**config.mk**
```make
export PLATFORM = sky130hd
export DESIGN_NAME = demux_lane_sched_flat
export DESIGN_NICKNAME = d
export VERILOG_FILES = /design/src/rtl/demux_sched_pkg.sv /design/src/rtl/demux_lane_sched_if.sv /design/src/rtl/demux_lane_pick.sv /design/src/rtl/demux_lane_sched.sv /design/src/flat_wrapper.sv
export SDC_FILE = /design/constraint.sdc
export NUM_CORES = 1
export LEC_CHECK = 0
export CORE_MARGIN = 8
export CORE_UTILIZATION = 25
export DETAILED_ROUTE_END_ITERATION = 7
export GPL_ROUTABILITY_DRIVEN = 0
export SLEW_MARGIN = 20
export SYNTH_ARGS = -nofsm -noshare
export SYNTH_HDL_FRONTEND = slang
export SYNTH_SLANG_ARGS = --single-unit
```
**constraint.sdc**
```tcl
create_clock -name clk_2f -period 4.75 [get_ports clk_2f]
set_input_delay 0.475 -clock clk_2f [delete_from_list [all_inputs] [get_ports clk_2f]]
set_output_delay 0.475 -clock clk_2f [all_outputs]
set_load 0.01 [all_outputs]
```
**src/rtl/demux_sched_pkg.sv**
```systemverilog
// rtl/demux_sched_pkg.sv - shared state encoding and lane/mode constants for the lane scheduler
package demux_sched_pkg;

  typedef enum logic [1:0] {
    ST_RESET  = 2'd0,
    ST_INIT   = 2'd1,
    ST_IDLE   = 2'd2,
    ST_ACTIVE = 2'd3
  } state_e;

  localparam logic LANE0 = 1'b0;
  localparam logic LANE1 = 1'b1;

  localparam logic RR    = 1'b0;
  localparam logic FIXED = 1'b1;

  // Round-robin prefers the lane that was not used last.
  function automatic logic other_lane(input logic lane);
    return ~lane;
  endfunction

endpackage

```
**src/rtl/demux_lane_sched_if.sv**
```systemverilog
// rtl/demux_lane_sched_if.sv - upstream/config/downstream bundle of the lane scheduler
interface demux_lane_sched_if #(
  parameter int DATA_W = 8,
  parameter int CNT_W  = 8
);

  logic              init;
  logic              mode_cfg;
  logic              fixed_lane_cfg;
  logic              valid_in;
  logic [DATA_W-1:0] data_in;
  logic              full0;
  logic              full1;

  logic              ready_out;
  logic              selector;
  logic              valid_out;
  logic [DATA_W-1:0] data_out;
  logic [CNT_W-1:0]  count0;
  logic [CNT_W-1:0]  count1;
  logic              idle_out;

  modport master (
    output init, mode_cfg, fixed_lane_cfg, valid_in, data_in, full0, full1,
    input  ready_out, selector, valid_out, data_out, count0, count1, idle_out
  );

  modport slave (
    input  init, mode_cfg, fixed_lane_cfg, valid_in, data_in, full0, full1,
    output ready_out, selector, valid_out, data_out, count0, count1, idle_out
  );

endinterface

```
**src/rtl/demux_lane_pick.sv**
```systemverilog
// rtl/demux_lane_pick.sv - combinational lane choice and readiness from mode, pointer and pause inputs
module demux_lane_pick
  import demux_sched_pkg::*;
(
  input  logic mode_i,
  input  logic fixed_lane_i,
  input  logic last_lane_i,
  input  logic full0_i,
  input  logic full1_i,
  output logic lane_o,
  output logic ready_o
);

  logic pref_lane;
  logic pref_full;

  // Fixed mode only looks at its own lane; round-robin falls back to the other lane when the preferred one pauses.
  always_comb begin
    pref_lane = other_lane(last_lane_i);
    pref_full = (pref_lane == LANE1) ? full1_i : full0_i;
    if (mode_i == FIXED) begin
      lane_o  = fixed_lane_i;
      ready_o = (fixed_lane_i == LANE1) ? !full1_i : !full0_i;
    end else begin
      lane_o  = pref_full ? last_lane_i : pref_lane;
      ready_o = !(full0_i && full1_i);
    end
  end

endmodule

```
**src/rtl/demux_lane_sched.sv**
```systemverilog
// rtl/demux_lane_sched.sv - schedules an upstream byte stream onto two downstream lanes via a 1:2 demux
module demux_lane_sched
  import demux_sched_pkg::*;
#(
  parameter int DATA_W = 8,
  parameter int CNT_W  = 8
) (
  input logic              clk_2f,
  input logic              reset,
  demux_lane_sched_if.slave bus
);

  state_e            state_q;
  logic              mode_q;
  logic              lane_cfg_q;
  logic              last_q;
  logic              sel_q;
  logic              valid_q;
  logic [DATA_W-1:0] data_q;
  logic [CNT_W-1:0]  cnt0_q;
  logic [CNT_W-1:0]  cnt1_q;
  logic [CNT_W-1:0]  cnt0_d;
  logic [CNT_W-1:0]  cnt1_d;

  logic pick_lane;
  logic pick_ready;
  logic running;
  logic ready;
  logic xfer;

  demux_lane_pick u_pick (
    .mode_i       (mode_q),
    .fixed_lane_i (lane_cfg_q),
    .last_lane_i  (last_q),
    .full0_i      (bus.full0),
    .full1_i      (bus.full1),
    .lane_o       (pick_lane),
    .ready_o      (pick_ready)
  );

  // Accept only while running and not being pulled back into INIT or reset.
  always_comb begin
    running = (state_q == ST_IDLE) || (state_q == ST_ACTIVE);
    ready   = running && !bus.init && !reset && pick_ready;
    xfer    = bus.valid_in && ready;
    cnt0_d  = (xfer && (pick_lane == LANE0)) ? cnt0_q + 1'b1 : cnt0_q;
    cnt1_d  = (xfer && (pick_lane == LANE1)) ? cnt1_q + 1'b1 : cnt1_q;
  end

  // Control FSM with registered demux outputs and per-lane counters.
  always_ff @(posedge clk_2f) begin
    if (reset) begin
      state_q    <= ST_RESET;
      valid_q    <= 1'b0;
      sel_q      <= LANE0;
      data_q     <= '0;
      cnt0_q     <= '0;
      cnt1_q     <= '0;
      last_q     <= LANE1;
      mode_q     <= RR;
      lane_cfg_q <= LANE0;
    end else begin
      valid_q <= 1'b0;
      case (state_q)
        ST_RESET: begin
          state_q <= ST_INIT;
        end
        ST_INIT: begin
          mode_q     <= bus.mode_cfg;
          lane_cfg_q <= bus.fixed_lane_cfg;
          cnt0_q     <= '0;
          cnt1_q     <= '0;
          last_q     <= LANE1;
          if (!bus.init) begin
            state_q <= ST_IDLE;
          end
        end
        ST_IDLE, ST_ACTIVE: begin
          if (bus.init) begin
            state_q <= ST_INIT;
          end else if (xfer) begin
            state_q <= ST_ACTIVE;
            valid_q <= 1'b1;
            sel_q   <= pick_lane;
            data_q  <= bus.data_in;
            cnt0_q  <= cnt0_d;
            cnt1_q  <= cnt1_d;
            if (mode_q == RR) begin
              last_q <= pick_lane;
            end
          end else begin
            state_q <= ST_IDLE;
          end
        end
        default: begin
          state_q <= ST_RESET;
        end
      endcase
    end
  end

  assign bus.ready_out = ready;
  assign bus.selector  = sel_q;
  assign bus.valid_out = valid_q;
  assign bus.data_out  = data_q;
  assign bus.count0    = cnt0_q;
  assign bus.count1    = cnt1_q;
  assign bus.idle_out  = (state_q == ST_IDLE);

endmodule
```
**src/flat_wrapper.sv**
```systemverilog
// flat-port wrapper written by rule: the top's interface ports become plain ports
module demux_lane_sched_flat import demux_sched_pkg::*;
#(
  parameter int DATA_W = 8,
  parameter int CNT_W  = 8
)
  (clk_2f, reset, bus_init, bus_mode_cfg, bus_fixed_lane_cfg, bus_valid_in, bus_data_in, bus_full0, bus_full1, bus_ready_out, bus_selector, bus_valid_out, bus_data_out, bus_count0, bus_count1, bus_idle_out);
  demux_lane_sched_if #(.DATA_W(DATA_W), .CNT_W(CNT_W)) bus_i ();
  input logic clk_2f;
  input logic reset;
  input wire logic [$bits(bus_i.init)-1:0] bus_init;
  input wire logic [$bits(bus_i.mode_cfg)-1:0] bus_mode_cfg;
  input wire logic [$bits(bus_i.fixed_lane_cfg)-1:0] bus_fixed_lane_cfg;
  input wire logic [$bits(bus_i.valid_in)-1:0] bus_valid_in;
  input wire logic [$bits(bus_i.data_in)-1:0] bus_data_in;
  input wire logic [$bits(bus_i.full0)-1:0] bus_full0;
  input wire logic [$bits(bus_i.full1)-1:0] bus_full1;
  output wire logic [$bits(bus_i.ready_out)-1:0] bus_ready_out;
  output wire logic [$bits(bus_i.selector)-1:0] bus_selector;
  output wire logic [$bits(bus_i.valid_out)-1:0] bus_valid_out;
  output wire logic [$bits(bus_i.data_out)-1:0] bus_data_out;
  output wire logic [$bits(bus_i.count0)-1:0] bus_count0;
  output wire logic [$bits(bus_i.count1)-1:0] bus_count1;
  output wire logic [$bits(bus_i.idle_out)-1:0] bus_idle_out;
  assign bus_i.init = bus_init;
  assign bus_i.mode_cfg = bus_mode_cfg;
  assign bus_i.fixed_lane_cfg = bus_fixed_lane_cfg;
  assign bus_i.valid_in = bus_valid_in;
  assign bus_i.data_in = bus_data_in;
  assign bus_i.full0 = bus_full0;
  assign bus_i.full1 = bus_full1;
  assign bus_ready_out = bus_i.ready_out;
  assign bus_selector = bus_i.selector;
  assign bus_valid_out = bus_i.valid_out;
  assign bus_data_out = bus_i.data_out;
  assign bus_count0 = bus_i.count0;
  assign bus_count1 = bus_i.count1;
  assign bus_idle_out = bus_i.idle_out;
  demux_lane_sched #(.DATA_W(DATA_W), .CNT_W(CNT_W)) u_core (.clk_2f(clk_2f), .reset(reset), .bus(bus_i));
endmodule
```
* After elaboration in Yosys (flattened, before gate mapping)
Index checks and enable logic that the tools add are counted.
Word-level totals: word-level logic and storage cells 67, bits in read-only memories 0, output and inout bits 28, memories kept 0, bits in latches 0, bits in registers 31, memory bits (writable) 0
Cells by class: equal/unequal tests 9, add/sub/neg operators 2, reduce and logical (&&, ||, !) cells 21, multiplexer cells 22, $mul 0, bitwise operators 4, div/mod/pow operators 0, order comparisons 0, shift-type cells 0
Operator list (count):
- 8-bit 2-to-1 mux | 6
- 8-bit case mux with 2 select lines | 2
- 8-bit by 1-bit adder with 8-bit output (second input constant) | 2
- 4-bit AND reduction | 3
- 1-bit 2-to-1 mux | 10
- 1-bit logical AND | 7
- 2-bit by 1-bit inequality test with 1-bit output (second input constant) | 3
- 2-bit inequality test (second input constant) | 3
- 2-bit case mux with 3 select lines | 1
- 1-bit zero test | 5
- 2-bit equality test (second input constant) | 2
- 2-bit 2-to-1 mux | 2
- 1-bit NOT | 4
- 3-bit AND reduction | 1
- 3-bit OR reduction | 1
- 2-bit by 1-bit equality test with 1-bit output (second input constant) | 1
- 2-bit zero test | 1
- 1-bit case mux with 2 select lines | 1
- 2-bit nonzero test | 1
- 2-bit OR reduction | 1
- 1-bit logical OR | 1

* Logic depth before layout (Yosys ltp)
Gate-level depths: netlist (run 1).
depth in word-level cells 11, gate-level depth with buffers 7, mapped depth without buffers 6

* Modules after synthesis
A second synthesis (run 1) with hierarchy kept.
Unflattened totals: cells, all modules 170, area total of the unflattened synthesis 1456.4 um^2
Modules (own cells, without submodules):
- demux_lane_sched | sequential area each 620.6 um^2, area an instance 1408.9 um^2, times used 1, cells an instance 163
- demux_lane_pick | sequential area each 0.0 um^2, area an instance 47.5 um^2, times used 1, cells an instance 7

* Worst setup path before layout (run 1)
No wires, ideal clock.
path kind input to register, start input port bus_full0, end register u_core.cnt0_q[5], in the netlist u_core.bus.count0[5], slack 2.971 ns, data arrival time 1.708 ns, stages 6, required time 4.680 ns, path through and2_1 > o31ai_1 > a21oi_2 > buf_2 > or3_1 > a21oi_1
Between the ends: longest elaborated chain between the ends 8, elaborated cells between the ends (all ways) 15, classes of those cells eq/ne: 2; mux: 5; bitwise: 1; reduce/logical: 7
RTL lines:
- start, declared | RTL line flat_wrapper.sv:16 | input wire logic [$bits(bus_i.full0)-1:0] bus_full0;
- 1-bit zero test or 1-bit logical AND (tied branches) | RTL line demux_lane_pick.sv:23, demux_lane_pick.sv:26
- 1-bit 2-to-1 mux or 1-bit zero test (tied branches) | RTL line demux_lane_pick.sv:23, demux_lane_pick.sv:26
- 1-bit 2-to-1 mux | RTL line demux_lane_pick.sv:21 | if (mode_i == FIXED) begin
- 1-bit logical AND | RTL line demux_lane_sched.sv:44 | ready = running && !bus.init && !reset && pick_ready;
- 1-bit logical AND | RTL line demux_lane_sched.sv:45 | xfer = bus.valid_in && ready;
- 1-bit logical AND | RTL line demux_lane_sched.sv:46 | cnt0_d = (xfer && (pick_lane == LANE0)) ? cnt0_q + 1'b1 : cnt0_q;
- 2-bit by 1-bit inequality test with 1-bit output (no line)
- 4-bit AND reduction (no line) (*)
- end signal, assigned | RTL line demux_lane_sched.sv:86 | cnt0_q <= cnt0_d;
- end, declared | RTL line demux_lane_sched.sv:20 | logic [CNT_W-1:0] cnt0_q;
Mark *: on every way between the ends. The rest lies on a longest branch, timed or not. A chain may end at the register's enable or synchronous reset.

* Final worst setup path (run 1)
start input port reset, end register u_core.cnt1_q[4], in the netlist u_core.bus.count1[4]
Between the ends: longest elaborated chain between the ends 7, elaborated cells between the ends (all ways) 8, classes of those cells eq/ne: 2; reduce/logical: 6
RTL lines:
- start, declared | RTL line flat_wrapper.sv:10 | input logic reset;
- 1-bit zero test | RTL line demux_lane_sched.sv:44
- 1-bit logical AND (2 in series) | RTL line demux_lane_sched.sv:44
- 1-bit logical AND | RTL line demux_lane_sched.sv:45
- 1-bit logical AND | RTL line demux_lane_sched.sv:47 | cnt1_d = (xfer && (pick_lane == LANE1)) ? cnt1_q + 1'b1 : cnt1_q;
- 2-bit by 1-bit inequality test with 1-bit output (no line)
- 4-bit AND reduction (no line)
- end signal, assigned | RTL line demux_lane_sched.sv:87 | cnt1_q <= cnt1_d;
- end, declared | RTL line demux_lane_sched.sv:21 | logic [CNT_W-1:0] cnt1_q;
Several ways; a longest one is shown, not always the timed one.

==> run_results.csv, run 1 <==
group,metric,value,unit
status,status,"finished, final reports clean",
global_route,gr-total-overflow,0,
clocking,clock_latency,280,ps
critical_path,cp_slowest_cell,"clkdlybuf4s50_1",
global_route,antenna_found_initial,0,
power,swShare,0.260,
die,dieArea,8240,µm²
synthesis,synth_area_leaders,"dfxtp_1 44%, a21oi_1 9.3%, nand2_1 7.5%",
clocking,cts.reportedPaths.clkPinSlew,70,ps
clocking,numClockSinks,31,
sta,fmax,347,MHz
sta,skew,6.50,ps
power,ir_worst_vdd,132,µV
job,max_cap_viol_count,0,
die,core,5440,µm²
sta,setup_tns,0,ps
sta,min_period_over_period,0.607,
global_route,grt_pass1_vias,1276,
clocking,tritoncts.num_buffers,5,
synthesis,synthAdderAreaFrac,0.0179,
critical_path,startpoint_type,"primary input",
synthesis,syn-num-nets,185,
synthesis,synth.distinct_cells,32,
die,die_h,90.8,µm
route,met2_length,1.70,mm
critical_path,path_delay_family,"buffers and inverters",
final_layout,area_delta_synth_final,41.5,%
synthesis,synth_top_family_by_area,"simple AND/OR/NAND/NOR gates",
critical_path,crit_fanout,20,
power,p_leak,0.643,nW
sta,rsz0062_at_grt,"false",
power,power.switching,0.000136,W
synthesis,synth.avg_cell_area,8.37,µm²
route,drt_wl_total,3.71,mm
synthesis,muxShareOfSynthArea,0.0215,
power,p_clk_frac,0.398,
clocking,cts_root_buf,"clkbuf_8",
die,dieWidth,90.8,µm
final_layout,final_nets,228,
clocking,htree_levels,2,
placed_design,place_hpwl,2.76,mm
synthesis,yosysWarnings,0,
sta,worst_pin_slew,669,ps
critical_path,critPathCaptureType,"flip-flop",
placed_design,placed_cells,275,
critical_path,slowest_delay,750,ps
power,seq_power_share,0.513,
clocking,cts_tree,"built",
global_route,track_usage,0.0909,
power,internal-power,0.000386,W
clocking,cts_buffer_depth,2,
synthesis,synth_top_area_share,0.444,
final_layout,final_common_cell,"clkdlybuf4s50_1",
critical_path,path_class,"primary input to flip-flop",
final_layout,stdcell_count,283,
synthesis,synth_area,1400,µm²
route,wl_per_cell,13.1,µm
global_route,grt_max_degree,21,
die,rows,27,
final_layout,final_cell_mix,"43 x clkdlybuf4s50_1, 31 x dfxtp_1, 28 x nand2_1",
route,wl_met3,254,µm
route,via_per_inst,4.78,
synthesis,synthSimpleGateAreaFrac,0.253,
final_layout,antenna_cells,0,
final_layout,multi_input_area,736,µm²
critical_path,cp.required,4960,ps
critical_path,cp.buffers_inverters,2,
sta,setup_viol,0,
route,drt_iter0_drc,75,
route,top_layer_used,"met4",
power,total_power,0.000522,W
route,first_pass_iters,4,
critical_path,worstPathArrival,3100,ps
critical_path,crit_path_cell_trace,"clkdlybuf4s50_1 > nor2_1 > o2111ai_4 > clkinv_2 > a21boi_2 > or4_1 > a21oi_1",
power,comb_power_share,0.089,
final_layout,register_area,621,µm²
synthesis,yosysTopAreaCell,"dfxtp_1",
synthesis,synth-compound-area-share,0.234,
clocking,cts_resized,0,
route,ant_nets,0,
placed_design,port_buffers,43,
sta,final_max_slew_viol_count,0,
final_layout,drive_gt1_frac,0.0664,
synthesis,synth_xor_area_frac,0,
synthesis,syn_inst,167,
route,drc,0,
die,io_pins,44,
global_route,grt_pass1_wl,6.16,mm
die,start_util,0.257,
route,dr_total_vias,1352,
synthesis,ys_seq_area_frac,0.444,
sta,relSlewSlack,0.553,
final_layout,num-fill-cells,553,
clocking,cts_setup_buffers,0,
power,power_density,264,nW/µm²
route,wl_met1,1.72,mm
sta,period_minus_slack,2880,ps
clocking,postCtsHoldBufs,0,
synthesis,ys_ff_latch,31,
sta,hold_violations,0,
min_path,hold_class,"flip-flop to flip-flop",
==> cells in the mapped netlist <==
cell type  instances
or2_2              1
a21boi_2           1
or3_1              9
nand2b_1           3
and3_1             1
nand4_1            4
o2111ai_1          2
o21ai_0           10
dfxtp_1           31
and4_1             1
buf_2              2
ha_1               2
inv_1              2
o211a_1            1
o31a_1             1
mux2i_1            3
or4_1              3
nor3_1             2
a21oi_2            1
a21oi_1           26
clkinv_2           1
nor2_1             8
and2_1             4
nor3b_1            1
clkbuf_1           5
o2111ai_4          1
nand3_1            4
a21boi_4           1
o31ai_1            3
nor2b_1            2
nand2_1           28
o211ai_1           3
==> final timing paths <==
path | start | endpoint | slack [ps] | cells after the start
setup reg to reg | u_core.state_q[1] | u_core.bus.count1[4] | 2480 | 6
hold reg to reg | u_core.bus.data_out[3] | u_core.bus.data_out[3] | 460 | 2
setup / recovery | reset | u_core.bus.count1[4] | 1870 | 7
hold / removal | u_core.bus.data_out[3] | u_core.bus.data_out[3] | 460 | 2
==> cell type report <==
cell class | instances | share of cell area
clock buffer | 5 | 0.0348
clock inverter | 3 | 0.0101
inverter | 3 | 0.00633
multi-input combinational | 126 | 0.372
sequential | 31 | 0.314
tap | 72 | 0.0455
timing repair buffer | 43 | 0.218
==> registers in the layout, summed over array words and instances (netlist names) <==
| name | cells |
|---|---|
| u_core.state_q | 2 |
| u_core.bus.count1 | 8 |
| u_core.mode_q | 1 |
| u_core.bus.selector | 1 |
| u_core.bus.count0 | 8 |
| u_core.bus.data_out | 8 |
| u_core.bus.valid_out | 1 |
| u_core.lane_cfg_q | 1 |
| u_core.last_q | 1 |
==> metrics by stage <==
| stage | hold WS, ps | instance area [µm²] | worst slack [ps] | util |
|---|---|---|---|---|
| floorplan | 458 | 1400 | 2970 | - |
| global placement | 449 | 1890 | 1640 | 0.347 |
| CTS | 461 | 1980 | 1890 | 0.364 |
| finish | 457 | 1980 | 1870 | 0.364 |
| global route | 489 | 1980 | 1690 | 0.364 |
| detailed placement | 450 | 1890 | 1590 | 0.347 |
==> power by group through the flow <==
stage	clock network, W	logic (W)	registers, W
floorplan	0	0.0000241	0.000273
global placement	0	0.0000461	0.000274
detailed placement	0	0.0000465	0.000274
CTS	0.000212	0.0000469	0.000268
global route	0.000230	0.0000512	0.000268
finish	0.000208	0.0000466	0.000268
==> worst register-to-register path: cells and delay by family, from the launching register on <==
family	cells	cell delay, ps
compound gates	4	890
buf+inv	1	300
flops	1	490
simple gates	1	540
==> kinds of logic (layout without fill, tap and decap cells) <==
logic type | Yosys count | in the layout
adder cells (fa/ha/maj) | 2 | 2
AND/OR/NAND/NOR | 71 | 71
buffers and inverters | 10 | 54
flip-flops | 31 | 31
multiplexers | 3 | 3
AO/OA/AOI/OAI | 50 | 50
==> routing by layer <==
layer,vias up,global-route usage
li1,688,-
met1,622,0.112
met2,38,0.138
met3,4,0.0399
met4,0,0.0286
met5,-,0
Note: power is estimated with default switching activity, not from simulation.
==> run 2, diff against run 1 <==
- clock period: 4.75 -> 2.8 ns (I/O delays scaled with it)
==> run 2 against run 1 <==
Compared with the run above: clock power grew 69%; non-clock buffer count grew 5; worst setup slack lost 1100 ps; global-route usage grew 0.31 points; utilization grew 0.67 points; combinational power grew 78%; worst hold slack lost 2.7 ps; sequential power grew 69%; die area is the same; critical endpoint is now bus_ready_out; largest cell class unchanged.
==> run_results.csv, run 2 (synthesis results as in run 1) <==
group,metric,value,unit
status,status,"finished, final reports clean",
die,start_util,0.257,
critical_path,path_class,"primary input to primary output",
placed_design,port_buffers,43,
route,wl_per_cell,12.7,µm
route,drt_wl_total,3.66,mm
job,max_cap_viol_count,0,
critical_path,critPathCaptureType,"primary output",
sta,hold_violations,0,
placed_design,placed_area,1930,µm²
clocking,htree_levels,2,
global_route,grt_pass1_wl,6.46,mm
die,io_pins,44,
clocking,cts_resized,0,
clocking,cts_root_buf,"clkbuf_8",
sta,relSlewSlack,0.659,
critical_path,path_common_cell,"clkdlybuf4s50_1",
sta,rsz0062_at_grt,"false",
clocking,cts_buffer_depth,2,
sta,period_minus_slack,2080,ps
clocking,clock_latency,270,ps
clocking,cts.reportedPaths.clkPinSlew,60,ps
critical_path,cp.required,2520,ps
sta,whs,455,ps
clocking,cts_setup_buffers,0,
die,rows,27,
route,first_pass_iters,4,
sta,min_period_over_period,0.743,
final_layout,final_nets,233,
placed_design,place_hpwl,2.74,mm
clocking,postCtsHoldBufs,0,
final_layout,final_common_cell,"clkdlybuf4s50_1",
critical_path,cp.buffers_inverters,2,
critical_path,crit_path_cell_trace,"clkdlybuf4s50_1 > mux2i_1 > o211a_1 > clkdlybuf4s50_1",
route,via_per_inst,4.69,
min_path,hold_class,"flip-flop to flip-flop",
power,p_leak,0.674,nW
global_route,grt_pass1_vias,1398,
sta,layout_setup_ws,719,ps
critical_path,crit_fanout,3,
sta,setup_viol,0,
global_route,grt_max_degree,20,
sta,worst_pin_slew,507,ps
die,dieArea,8240,µm²
final_layout,final_cell_mix,"43 x clkdlybuf4s50_1, 31 x dfxtp_1, 28 x nand2_1",
sta,final_max_slew_viol_count,0,
global_route,grt.busiest_layer,"met2",
final_layout,multi_input_area,736,µm²
global_route,track_usage,0.0940,
final_layout,stdcell_area,2010,µm²
sta,skew,3.04,ps
clocking,cts_tree,"built",
sta,fmax,481,MHz
global_route,grt_use_met3,0.0416,
critical_path,worstPathArrival,1800,ps
critical_path,cp_slowest_cell,"clkdlybuf4s50_1",
die,die_h,90.8,µm
final_layout,antenna_cells,0,
sta,setup_tns,0,ps
die,dieWidth,90.8,µm
critical_path,slowest_delay,530,ps
clocking,tritoncts.num_buffers,5,
global_route,antenna_found_initial,0,
route,ant_nets,0,
final_layout,num-fill-cells,598,
route,drt_iter0_drc,47,
power,ir_worst_vdd,203,µV
die,core,5440,µm²
final_layout,drive_gt1_frac,0.0837,
power,power_density,441,nW/µm²
final_layout,register_area,621,µm²
placed_design,pre_cts_slack,565,ps
critical_path,path_delay_family,"buffers and inverters",
final_layout,finalCoreUtilization,0.370,
final_layout,area_delta_synth_final,44.1,%
route,dr_total_vias,1345,
global_route,grt_util_met2,0.160,
critical_path,startpoint_type,"primary input",
global_route,use_met1,0.101,
clocking,numClockSinks,31,
global_route,gr-total-overflow,0,
route,drc,0,
## run 2: cell types whose count changed in the layout (fill, tap and decap cells not counted), sizes merged
| cell | delta |
|---|---|
| buf | +5 |
| clkinvlp | -2 |
| clkbuf | +1 |
## run 2: final timing paths
| check | endpoint | slack [ps] | from | depth (start not counted) |
|---|---|---|---|---|
| worst max register to register | u_core.bus.count1[3] | 900 | u_core.state_q[1] | 6 |
| worst min register to register | u_core.bus.data_out[5] | 450 | u_core.bus.data_out[5] | 2 |
| worst min-delay path | u_core.bus.data_out[5] | 450 | u_core.bus.data_out[5] | 2 |
| worst max-delay path | bus_ready_out | 720 | bus_full1 | 4 |
## run 2: metrics by stage
stage                     std cells  power, W
after global routing            287  0.000941
after detailed placement        280  0.000547
after floorplan                 167  0.000504
final                           287  0.000888
after global placement          280  0.000547
after CTS                       287  0.000903
## run 2: power by group
group | switching [W] | internal [W] | leakage, nW | total (W)
Sequential | 0.00000767 | 0.000447 | 0.251 | 0.000454
Combinational | 0.0000433 | 0.0000395 | 0.377 | 0.0000828
Clock | 0.000159 | 0.000193 | 0.0470 | 0.000351
Total | 0.000209 | 0.000679 | 0.674 | 0.000888
## run 2: routing by layer
layer / up-vias / part of all wire
met5: - / 0
li1: 695 / -
met4: 0 / 0.0071
met3: 4 / 0.060
met2: 24 / 0.49
met1: 622 / 0.45
## run 2: worst reg2reg max path, cell delays in order, from the launching register on
cell and delay (ps):
dfxtp_1 480, a21boi_4 280, o2111ai_4 140, clkinv_2 150
a21boi_2 120, or4_1 520, a21oi_1 150
## run 2: final cells by class
class,count,share of cell area
clock inverter,1,0.00248
timing repair buffer,48,0.232
tap,72,0.0447
inverter,3,0.00621
sequential,31,0.308
clock buffer,6,0.0410
multi-input combinational,126,0.365
==> run 3, diff against run 2 <==
- clock period: 2.8 -> 1.9 ns (I/O delays scaled with it)
==> run 3 against run 2 <==
Compared with the run above: die area did not move; first-iteration DRC count did not move; global-route usage rose by 0.17 points; wire length rose by 6.3%; highest routed layer unchanged; sequential share of layout area fell by 2.1 points; sequential cell count did not move; register-to-register slack got worse by 770 ps; via count rose by 4.4%; largest cell class unchanged; worst hold slack got worse by 5.7 ps; combinational power rose by 85%; clock power rose by 91%; critical path type is now primary input to flip-flop.
==> run_results.csv, run 3 (synthesis results as in run 1) <==
group,metric,value,unit
die,rows,27,
route,met2_length,1.84,mm
sta,relSlewSlack,0.802,
critical_path,worstPathArrival,2010,ps
die,io_pins,44,
critical_path,cp_slowest_cell,"or4_1",
global_route,gr-total-overflow,0,
route,first_pass_iters,4,
status,status,"finished, final reports clean",
final_layout,antenna_cells,0,
final_layout,stdcell_count,303,
sta,min_period_over_period,0.950,
placed_design,placed_cells,295,
sta,final_max_slew_viol_count,0,
route,wl_per_cell,12.8,µm
clocking,clock_latency,280,ps
global_route,grt_pass1_vias,1383,
clocking,cts_buffer_depth,2,
global_route,grt_max_degree,20,
clocking,numClockSinks,31,
placed_design,pre_cts_slack,-173,ps
clocking,postCtsHoldBufs,0,
sta,skew,7.03,ps
critical_path,crit_fanout,8,
die,dieArea,8240,µm²
final_layout,final_cell_mix,"42 x clkdlybuf4s50_1, 30 x dfxtp_1, 28 x nand2_1",
critical_path,path_delay_family,"buffers and inverters",
die,dieWidth,90.8,µm
sta,fmax,554,MHz
sta,setup_viol,0,
critical_path,slowest_delay,500,ps
critical_path,cp.buffers_inverters,3,
global_route,antenna_found_initial,0,
route,via_per_inst,4.63,
clocking,cts_tree,"built",
sta,rsz0062_at_grt,"false",
clocking,cts.reportedPaths.clkPinSlew,70,ps
final_layout,register_area,622,µm²
route,wl_met1,1.77,mm
route,drt_wl_total,3.89,mm
final_layout,final_nets,248,
route,drc,0,
route,dr_total_vias,1404,
placed_design,port_buffers,43,
final_layout,multi_input_area,747,µm²
clocking,htree_levels,2,
critical_path,crit_path_cell_trace,"clkdlybuf4s50_1 > buf_4 > a21boi_4 > o2111ai_4 > inv_4 > a21boi_2 > or4_1 > a21oi_1",
power,power_density,688,nW/µm²
global_route,track_usage,0.0957,
critical_path,critPathCaptureType,"flip-flop",
sta,hold_violations,0,
die,die_h,90.8,µm
die,core,5440,µm²
clocking,cts_root_buf,"clkbuf_8",
die,start_util,0.257,
power,ir_worst_vdd,399,µV
power,total_power,0.00149,W
placed_design,place_hpwl,2.88,mm
route,drt_iter0_drc,47,
critical_path,cp.required,2110,ps
critical_path,startpoint_type,"primary input",
min_path,hold_class,"primary input to flip-flop",
clocking,cts_setup_buffers,0,
sta,worst_pin_slew,297,ps
critical_path,path_class,"primary input to flip-flop",
sta,layout_setup_ws,95.4,ps
final_layout,num-fill-cells,558,
final_layout,drive_gt1_frac,0.156,
route,top_layer_used,"met4",
power,p_leak,0.772,nW
clocking,tritoncts.num_buffers,5,
route,ant_nets,0,
final_layout,area_delta_synth_final,55.2,%
final_layout,final_common_cell,"clkdlybuf4s50_1",
sta,whs,449,ps
sta,period_minus_slack,1800,ps
job,max_cap_viol_count,0,
global_route,grt_pass1_wl,6.56,mm
route,wl_met3,246,µm
[run 3: cell count changes in the layout (fill, tap and decap cells not counted), sizes merged]
cell           delta
buf              +15
bufinv            +1
clkdlybuf4s50     -1
clkinv            -1
dlygate4sd2       +1
inv               +1
[run 3: power by group]
group / internal (W) / switching, W / leakage (nW) / total (W)
combinational: 0.0000798 / 0.0000733 / 0.460 / 0.000153
sequential: 0.000658 / 0.0000102 / 0.251 / 0.000669
clock: 0.000424 / 0.000247 / 0.0612 / 0.000671
[run 3: routing by layer]
layer,track usage,vias up
li1,-,723
met1,0.110,646
met2,0.155,30
met3,0.0407,5
met4,0.0327,0
met5,0,-
[run 3: path summary, 6_finish.rpt]
kind	start	end	slack (ps)	depth (start not counted)
worst min-delay path	bus_data_in[5]	u_core.bus.data_out[5]	450	3
worst min register to register	u_core.bus.data_out[5]	u_core.bus.data_out[5]	460	2
worst max register to register	u_core.lane_cfg_q	u_core.bus.count1[4]	130	6
worst max-delay path	bus_full1	u_core.bus.count1[4]	100	8
[run 3: worst min-delay path, stage by stage]
cell and delay, ps:
clkdlybuf4s50_1 390, nand2_1 50, a21oi_1 50
[run 3: through the flow]
stage	utilization	setup TNS (ps)	cell area, µm²
6_report	0.399	0	2170
5_1_grt	0.399	0	2170
4_1_cts	0.396	0	2160
3_5_place_dp	0.375	-2060	2040
3_3_place_gp	0.375	-1550	2040
2_1_floorplan	-	0	1400
[run 3: final cells by class]
| class | instances | share of cell area |
|---|---|---|
| Multi-Input combinational cell | 126 | 0.344 |
| Clock buffer | 6 | 0.0381 |
| Inverter | 3 | 0.00634 |
| Timing Repair Buffer | 63 | 0.267 |
| Sequential cell | 31 | 0.287 |
| Clock inverter | 2 | 0.0161 |
| Tap cell | 72 | 0.0415 |
[run 3: repair_timing]
action,4_1_cts,5_1_grt
resized for setup,1,4
endpoints found under the hold margin,0,0
endpoints found under the setup margin,1,12
